**config.mk**
```make
export PLATFORM = sky130hd
export DESIGN_NAME = uart_auth_ctrl
export DESIGN_NICKNAME = d
export VERILOG_FILES = /design/src/rtl/uart_auth_ctrl.sv
export SDC_FILE = /design/constraint.sdc
export NUM_CORES = 1
export LEC_CHECK = 0
export ABC_AREA = 0
export BUFFER_PORTS_ARGS = -buffer_cell sky130_fd_sc_hd__buf_2
export CAP_MARGIN = 25
export CORE_ASPECT_RATIO = 1.1
export CORE_MARGIN = 2
export CORE_UTILIZATION = 45
export DETAILED_ROUTE_END_ITERATION = 10
export PLACE_DENSITY_LB_ADDON = 0.08
export SETUP_SLACK_MARGIN = 0.3
export SLEW_MARGIN = 10
export SYNTH_ARGS = -nofsm -noshare
export SYNTH_HDL_FRONTEND = slang
export SYNTH_SLANG_ARGS = --single-unit
```
**constraint.sdc**
```tcl
create_clock -name clk -period 2.7 [get_ports clk]
set_clock_uncertainty 0.15 [all_clocks]
set_input_delay 0.405 -clock clk [delete_from_list [all_inputs] [get_ports clk]]
set_output_delay 0.405 -clock clk [all_outputs]
set_load 0.03 [all_outputs]
```
**src/rtl/uart_auth_ctrl.sv**
```systemverilog
// UART-commanded power authorisation controller.
// 8N1 receiver, rider-off debounce and OFF/ON/STOP_PEND power FSM.
module uart_auth_ctrl #(
  parameter int BAUD_DIV  = 2604,
  parameter logic [7:0] GO_CODE   = 8'h67,
  parameter logic [7:0] STOP_CODE = 8'h73,
  parameter int TMO_CYC   = 50_000_000,
  parameter int DBNC_CYC  = 1024
) (
  input  logic       clk,
  input  logic       rst,
  input  logic       RX,
  input  logic       rider_off,
  output logic       pwr_up,
  output logic [1:0] auth_state,
  output logic       rx_err,
  output logic       tmo
);

  localparam int CW = $clog2(BAUD_DIV + BAUD_DIV / 2 + 1);
  localparam int DW = $clog2(DBNC_CYC + 1);
  localparam int TW = (TMO_CYC > 2) ? $clog2(TMO_CYC) : 1;

  localparam logic [CW-1:0] FIRST_CNT = CW'(BAUD_DIV + BAUD_DIV / 2 - 1);
  localparam logic [CW-1:0] BIT_CNT   = CW'(BAUD_DIV - 1);
  localparam logic [DW-1:0] DBNC_MAX  = DW'(DBNC_CYC);
  localparam logic [TW-1:0] TMO_LAST  = TW'(TMO_CYC - 1);

  typedef enum logic [1:0] {
    R_IDLE = 2'b00,
    R_DATA = 2'b01,
    R_STOP = 2'b10
  } rx_st_t;

  typedef enum logic [1:0] {
    S_OFF = 2'b00,
    S_ON  = 2'b01,
    S_SP  = 2'b10
  } auth_st_t;

  logic          rx_s1, rx_s2;
  rx_st_t        rx_st, rx_st_n;
  logic [CW-1:0] cnt, cnt_n;
  logic [2:0]    bit_cnt, bit_cnt_n;
  logic [7:0]    shreg, shreg_n;
  logic          armed, armed_n;
  logic          byte_vld, byte_vld_n;
  logic          err_n;

  logic [DW-1:0] dbnc;
  logic          rider_off_db;

  auth_st_t      state, state_n;
  logic [TW-1:0] tmr, tmr_n;
  logic          tmo_n;
  logic          is_go, is_stop;

  always_ff @(posedge clk or posedge rst) begin
    if (rst) begin
      rx_s1    <= 1'b1;
      rx_s2    <= 1'b1;
      rx_st    <= R_IDLE;
      cnt      <= '0;
      bit_cnt  <= '0;
      shreg    <= '0;
      armed    <= 1'b0;
      byte_vld <= 1'b0;
      rx_err   <= 1'b0;
    end else begin
      rx_s1    <= RX;
      rx_s2    <= rx_s1;
      rx_st    <= rx_st_n;
      cnt      <= cnt_n;
      bit_cnt  <= bit_cnt_n;
      shreg    <= shreg_n;
      armed    <= armed_n;
      byte_vld <= byte_vld_n;
      rx_err   <= err_n;
    end
  end

  // A held-low line after a framing error must not restart the receiver
  always_comb begin
    rx_st_n    = rx_st;
    cnt_n      = cnt;
    bit_cnt_n  = bit_cnt;
    shreg_n    = shreg;
    armed_n    = armed | rx_s2;
    byte_vld_n = 1'b0;
    err_n      = 1'b0;
    case (rx_st)
      R_IDLE: begin
        if (armed && !rx_s2) begin
          rx_st_n   = R_DATA;
          cnt_n     = FIRST_CNT;
          bit_cnt_n = '0;
        end
      end
      R_DATA: begin
        if (cnt == '0) begin
          shreg_n   = {rx_s2, shreg[7:1]};
          cnt_n     = BIT_CNT;
          bit_cnt_n = bit_cnt + 3'd1;
          if (bit_cnt == 3'd7) rx_st_n = R_STOP;
        end else begin
          cnt_n = cnt - CW'(1);
        end
      end
      R_STOP: begin
        if (cnt == '0) begin
          rx_st_n = R_IDLE;
          if (rx_s2) begin
            byte_vld_n = 1'b1;
          end else begin
            err_n   = 1'b1;
            armed_n = 1'b0;
          end
        end else begin
          cnt_n = cnt - CW'(1);
        end
      end
      default: rx_st_n = R_IDLE;
    endcase
  end

  always_ff @(posedge clk or posedge rst) begin
    if (rst) begin
      dbnc <= '0;
    end else if (!rider_off) begin
      dbnc <= '0;
    end else if (dbnc != DBNC_MAX) begin
      dbnc <= dbnc + DW'(1);
    end
  end

  assign rider_off_db = (dbnc == DBNC_MAX);
  assign is_go        = byte_vld && (shreg == GO_CODE);
  assign is_stop      = byte_vld && (shreg == STOP_CODE);

  always_ff @(posedge clk or posedge rst) begin
    if (rst) begin
      state <= S_OFF;
      tmr   <= '0;
      tmo   <= 1'b0;
    end else begin
      state <= state_n;
      tmr   <= tmr_n;
      tmo   <= tmo_n;
    end
  end

  always_comb begin
    state_n = state;
    tmo_n   = 1'b0;
    case (state)
      S_OFF: if (is_go) state_n = S_ON;
      S_ON: begin
        if (is_stop) state_n = rider_off_db ? S_OFF : S_SP;
      end
      S_SP: begin
        if (rider_off_db) begin
          state_n = S_OFF;
        end else if (is_go) begin
          state_n = S_ON;
        end else if (tmr == TMO_LAST) begin
          state_n = S_OFF;
          tmo_n   = 1'b1;
        end
      end
      default: state_n = S_OFF;
    endcase
  end

  // Timer restarts on each entry into STOP_PEND
  always_comb begin
    tmr_n = '0;
    if (state == S_SP && state_n == S_SP) tmr_n = tmr + TW'(1);
  end

  assign auth_state = state;
  assign pwr_up     = (state == S_ON) || (state == S_SP);

endmodule

```
# --- Word-level counts from Yosys, hierarchy flattened ---
# Cells that the tools add are included.
word_totals:
  regBits: 70
classes:
  mux: 35
  reduce_logical: 15
  n_eq_ne: 17
  addsub: 4
  bitwise_logic: 1
op_table:
  columns: ["op", "count"]
  rows:
  - ["12-bit 2-to-1 mux", 3]
  - ["12-bit one-hot mux with 3 select lines", 1]
  - ["26-bit by 1-bit adder with 26-bit output (second input constant)", 1]
  - ["26-bit == test (second input constant)", 1]
  - ["26-bit 2-to-1 mux", 1]
  - ["11-bit 2-to-1 mux", 2]
  - ["2-bit 2-to-1 mux", 10]
  - ["8-bit by 7-bit == test with 1-bit output (second input constant)", 2]
  - ["1-bit 2-to-1 mux", 13]
  - ["12-bit logical NOT", 1]
  - ["2-bit one-hot mux with 3 select lines", 2]
  - ["12-bit by 1-bit subtractor with 12-bit output (second input constant)", 1]
  - ["11-bit by 1-bit adder with 11-bit output (second input constant)", 1]
  - ["11-bit == test (second input constant)", 1]
  - ["11-bit inequality test (second input constant)", 1]
  - ["2-bit inequality test (second input constant)", 5]
  - ["2-bit == test (second input constant)", 3]
  - ["3-bit 2-to-1 mux", 2]
  - ["3-bit one-hot mux with 2 select lines", 1]
  - ["3-bit AND reduction", 2]
  - ["2-bit by 1-bit == test with 1-bit output (second input constant)", 2]
  - ["1-bit logical AND", 4]
  - ["2-bit logical NOT", 2]
  - ["4-bit AND reduction", 1]
  - ["other kinds (9)", 9]

# --- Logic depth before layout (Yosys ltp) ---
logic_depth:
  word_depth: 8
  mapped_depth: 9

# --- Worst setup path after synthesis ---
# Ideal clock, no wire load.
synth_timing:
  path_kind: "reg2reg"
  startpoint: "register state[0] (netlist: auth_state[0])"
  endpoint: "register tmr[18]"
  required_ps: 2402
  setup_slack_ps: 432
  arrival_time_ps: 1970
  path_stages_with_launch: 9
  synth_period_minus_slack_ps: 2268
  cell_sequence: "dfrtp_1 inv_1 ha_1 clkinv_1 a31o_2 o21ba_2 a211oi_4 buf_6 nor4_2"
synth_between:
  elab_chain_len: 7
synth_rtl:
  columns: ["item", "line", "source"]
  rows:
  - ["start, declared", "53", "auth_st_t state, state_n;"]
  - ["start signal, assigned", "146", "state <= state_n;"]
  - ["2-bit 2-to-1 mux", "165", "end else if (tmr == TMO_LAST) begin"]
  - ["2-bit 2-to-1 mux", "163", "end else if (is_go) begin"]
  - ["2-bit 2-to-1 mux", "161", "if (rider_off_db) begin"]
  - ["2-bit one-hot mux with 3 select lines", "155", "case (state)"]
  - ["2-bit == test", "177", "if (state == S_SP && state_n == S_SP) tmr_n = tmr + TW'(1);"]
  - ["1-bit logical AND (*)", "177", null]
  - ["26-bit 2-to-1 mux (*)", "177", null]
  - ["named net tmr_n[18]", "54", "logic [TW-1:0] tmr, tmr_n;"]
  - ["end signal, assigned", "147", "tmr <= tmr_n;"]
  - ["end, declared", "54", null]
# The timed path passes the listed nets; every way through them passes the cells marked *.
# A chain may end at the register's enable or synchronous reset.

# --- Final worst setup path ---
layout_timing:
  startpoint: "register cnt[0]"
  endpoint: "register cnt[10]"
layout_between:
  elab_chain_len: 3
layout_rtl:
  columns: ["item", "line", "source"]
  rows:
  - ["start, declared", "43", "logic [CW-1:0] cnt, cnt_n;"]
  - ["start signal, assigned", "73", "cnt <= cnt_n;"]
  - ["12-bit by 1-bit subtractor with 12-bit output or 12-bit logical NOT (tied branches)", null, null]
  - ["12-bit 2-to-1 mux, or another cell as far along", "110", "if (cnt == '0) begin"]
  - ["12-bit one-hot mux with 3 select lines or 3-bit AND reduction (tied branches)", null, null]
# Parallel ways exist; a longest one is shown, timed or not. The select of a mux whose other input is x is not followed.

==> results summary <==
The number of inserted diodes is 0. The placed instances occupy a cell area of 4200 µm². The first routing iteration left 116 violations. In this run the tightest slew margin relative to its limit is 60.7%. Among all stages on the critical path, the largest delay is contributed by sky130_fd_sc_hd__a211oi_4. The total count of hold-check failures in the final report came out at 0. At the placement stage, the worst setup path has a slack of 0.341 ns.

The maximum number of pins on one net before global-route repair came out at 52. Data arrives at the worst endpoint at 2.34 ns. Internal power comes to 1.95 mW.

In the final routed layout, each cell accounts on average for 15.6 µm. Across all hold checks on the routed design, the worst slack comes to 0.207 ns. The first global-routing pass estimated 13900 µm of wire. The number of placed instances, taps included came out at 490. The core occupancy in the finished layout is 50.2%. The layout cell share with drive strength beyond 1 came out at 19.8%. The maximum frequency from static timing analysis is 441 MHz.

The clock sink total is 70. The DRC violations left is 0. TritonCTS built the clock tree.

At the pin with the least slew margin, the transition time is 0.589 ns. The data required time at the worst endpoint came out at 2.77 ns. Dividing the synthesized area by the synthesized cell count gives 10.7 µm².

After legalization and detailed placement, the total HPWL measured 5330 µm. The number of unique standard cell types used by synthesis came out at 70. The residual antenna-violating net count after detailed routing came out at 0. The overall fraction of global-route tracks in use is 17.8%. The proportion of total power due to net switching came out at 33.1%. The final count of pins violating max slew is 0. Setup repair after global routing left no endpoint under its margin. The worst hold path belongs to the class reg -> reg. The dominant synthesized flop cell is sky130_fd_sc_hd__dfrtp_1. The starting density of the core came out at 46.0%. The clock passes through at most 2 buffers.

The commonest cells after synthesis are sky130_fd_sc_hd__dfrtp_1, sky130_fd_sc_hd__nand2_1, sky130_fd_sc_hd__xnor2_1. Clock tree synthesis selected as its root buffer the cell sky130_fd_sc_hd__clkbuf_8. The number of instances in the synthesized netlist came out at 380. The via-per-instance ratio is 5.71. Of the available clock period, the critical path in the final layout requires 84.0%. The async set-reset flop share out of synthesis came out at 100%. The post-synthesis sequential element count is 70. The final non-filler cell area came out at 4430 µm². The clock latency of the later-clocked register in the worst-skew pair is 0.34 ns. The number of nets in the synthesized netlist is 399. The analysis attributes to net switching a power of 967 µW. The via count of the first global-routing pass came out at 2863.

The highest net fanout along the worst path came out at 9. The reported leakage power came out at 1.82 nW. The setup total negative slack is 0 ns.

Per report_power, the clock group accounts for 29.6% of the total. The net count of the finished layout is 408. The synthesized cell area came out at 4060 µm². The number of H-tree levels is 3. The die is 104 µm tall.

The ratio of total power to cell area is 658 nW/µm². The area share of the largest cell type after synthesis is 41.9%. The final worst-path setup slack is 0.433 ns. The floorplan step set the die width to 94.5 µm. The core area came out at 8830 µm². Traced cell by cell, the critical path runs through inv_1 > ha_1 > and4_1 > a211oi_4 > nand2_1 > a221o_1. The initial antenna violation count is 0. The final critical-path required period came out at 2.27 ns. The first detailed-routing pass ran for 4 iterations. The most common cell in the synthesized netlist is sky130_fd_sc_hd__dfrtp_1.

The floorplan step defined a die boundary enclosing 9790 µm². The final weighted congestion in routability-driven placement is 0.819. During I/O placement, the number of pins put on the boundary was 9. The setup path with the least slack is of type reg -> reg.

Yosys mapped a number of flops with a built-in enable equal to 0. The cell type contributing the most total cell area after synthesis is sky130_fd_sc_hd__dfrtp_1. TritonCTS created 9 clock buffers. Power comes to 2.92 mW. By area the synthesized netlist is led by sky130_fd_sc_hd__dfrtp_1, sky130_fd_sc_hd__nor4_2, sky130_fd_sc_hd__ha_1, sky130_fd_sc_hd__xnor2_1, sky130_fd_sc_hd__nand2_1. The site row count came out at 36.

The number of max-capacitance violations reported came out at 0. The largest voltage drop on the vdd net is 0.000512 V. The finished layout holds 508 standard cells, fillers aside. The sequential fraction of the synthesis area came out at 43.2%.

The sequential share of power is 43.9%. STA classifies the critical path startpoint as a flop. For this block, the routed nets add up to 7900 µm of wire.

The clock edge transition at the registers on the reported setup and hold paths came out at 0.07 ns. The largest single stage delay on the critical path is 0.45 ns. The run finished with clean final reports. The total overflow left after global routing is 0.

The Yosys warning count came out at 0. The nature of the critical path endpoint is a flop. Compared with the post-synthesis result, the final layout area differs by 9.25%. The port buffer count is 8.

The final count of negative-setup-slack endpoints is 0. The via count of the routed design came out at 2900. The share of total power dissipated in combinational logic is 26.5%.
## layer usage
metal	wire length [µm]	global-route usage, %
met5	0	0
met4	136	6.00
met3	243	3.78
met2	3710	26.7
met1	3810	25.4
## power by group through the flow
stage	logic (mW)	registers, mW	clock network, mW
3_3_place_gp	0.757	1.30	0
2_1_floorplan	0.609	1.26	0
5_1_grt	0.871	1.30	0.952
3_5_place_dp	0.756	1.30	0
4_1_cts	0.765	1.28	0.892
6_report	0.772	1.28	0.865
## layout make-up
class	instances	area [µm²]
inverter	14	52.6
clock inverter	4	45.0
timing repair buffer	16	143
fill	812	4400
tap	114	143
sequential	70	1750
multi-input combinational	278	2140
clock buffer	12	155
## placed cells by master (no fill, tap or decap), drive strengths merged, types with 2 or more instances in the layout
cell / count
a21boi: 5
nor4: 28
a22oi: 3
dlygate4sd3: 2
clkinv: 4
nand4: 10
inv: 13
o22a: 2
nand2b: 2
dfrtp: 68
or3: 4
nor2: 17
a31oi: 4
nor2b: 3
o21ai: 20
dfstp: 2
nor4b: 6
nor3: 16
and4: 6
nand4b: 2
clkbuf: 12
buf: 14
xor2: 10
a21oi: 8
mux2: 8
nand3b: 2
and3: 7
ha: 15
a211oi: 3
xnor2: 21
o22ai: 2
a211o: 2
and2: 9
nand3: 15
nand2: 29
## final timing paths
| kind | startpoint | endpoint | slack, ns | cells after the start |
|---|---|---|---|---|
| min in group asynchronous | rst | tmr[19] | 0.47 | 3 |
| worst max register to register | cnt[0] | cnt[10] | 0.43 | 6 |
| worst min register to register | rx_s1 | rx_s2 | 0.21 | 0 |
| worst max-delay path | cnt[0] | cnt[10] | 0.43 | 6 |
| max in group asynchronous | rst | rx_s1 | 1.25 | 4 |
| worst min-delay path | rx_s1 | rx_s2 | 0.21 | 0 |
## cells by family after synthesis
logic type               synth area share [%]
AO/OA/AOI/OAI                            11.7
XOR/XNOR                                 6.69
adder cells (fa/ha/maj)                  4.63
buffers and inverters                    4.35
flip-flops                               43.2
multiplexers                             2.93
AND/OR/NAND/NOR                          26.5
## critical path: cells and delay by family (launching register included)
family	cells	cell delay, ns
flip-flops	1	0.40
buffers and inverters	1	0.08
AND/OR/NAND/NOR	2	0.40
AO/OA/AOI/OAI	2	0.80
adder cells (fa/ha/maj)	1	0.31
## state kept, by name (all words and copies together), names as in the netlist
name	cells
tmr	26
cnt	12
dbnc	11
shreg	8
bit_cnt	3
auth_state	2
rx_st	2
armed	1
byte_vld	1
rx_err	1
rx_s1	1
rx_s2	1
tmo	1
## timing repair
action,4_1_cts,5_1_grt
endpoints found under the setup margin,0,14
setup buffers,0,0
gates resized for setup,0,4
hold buffers,2,0
hold endpoints to repair,20,0
(Power assumes the default switching activity.)
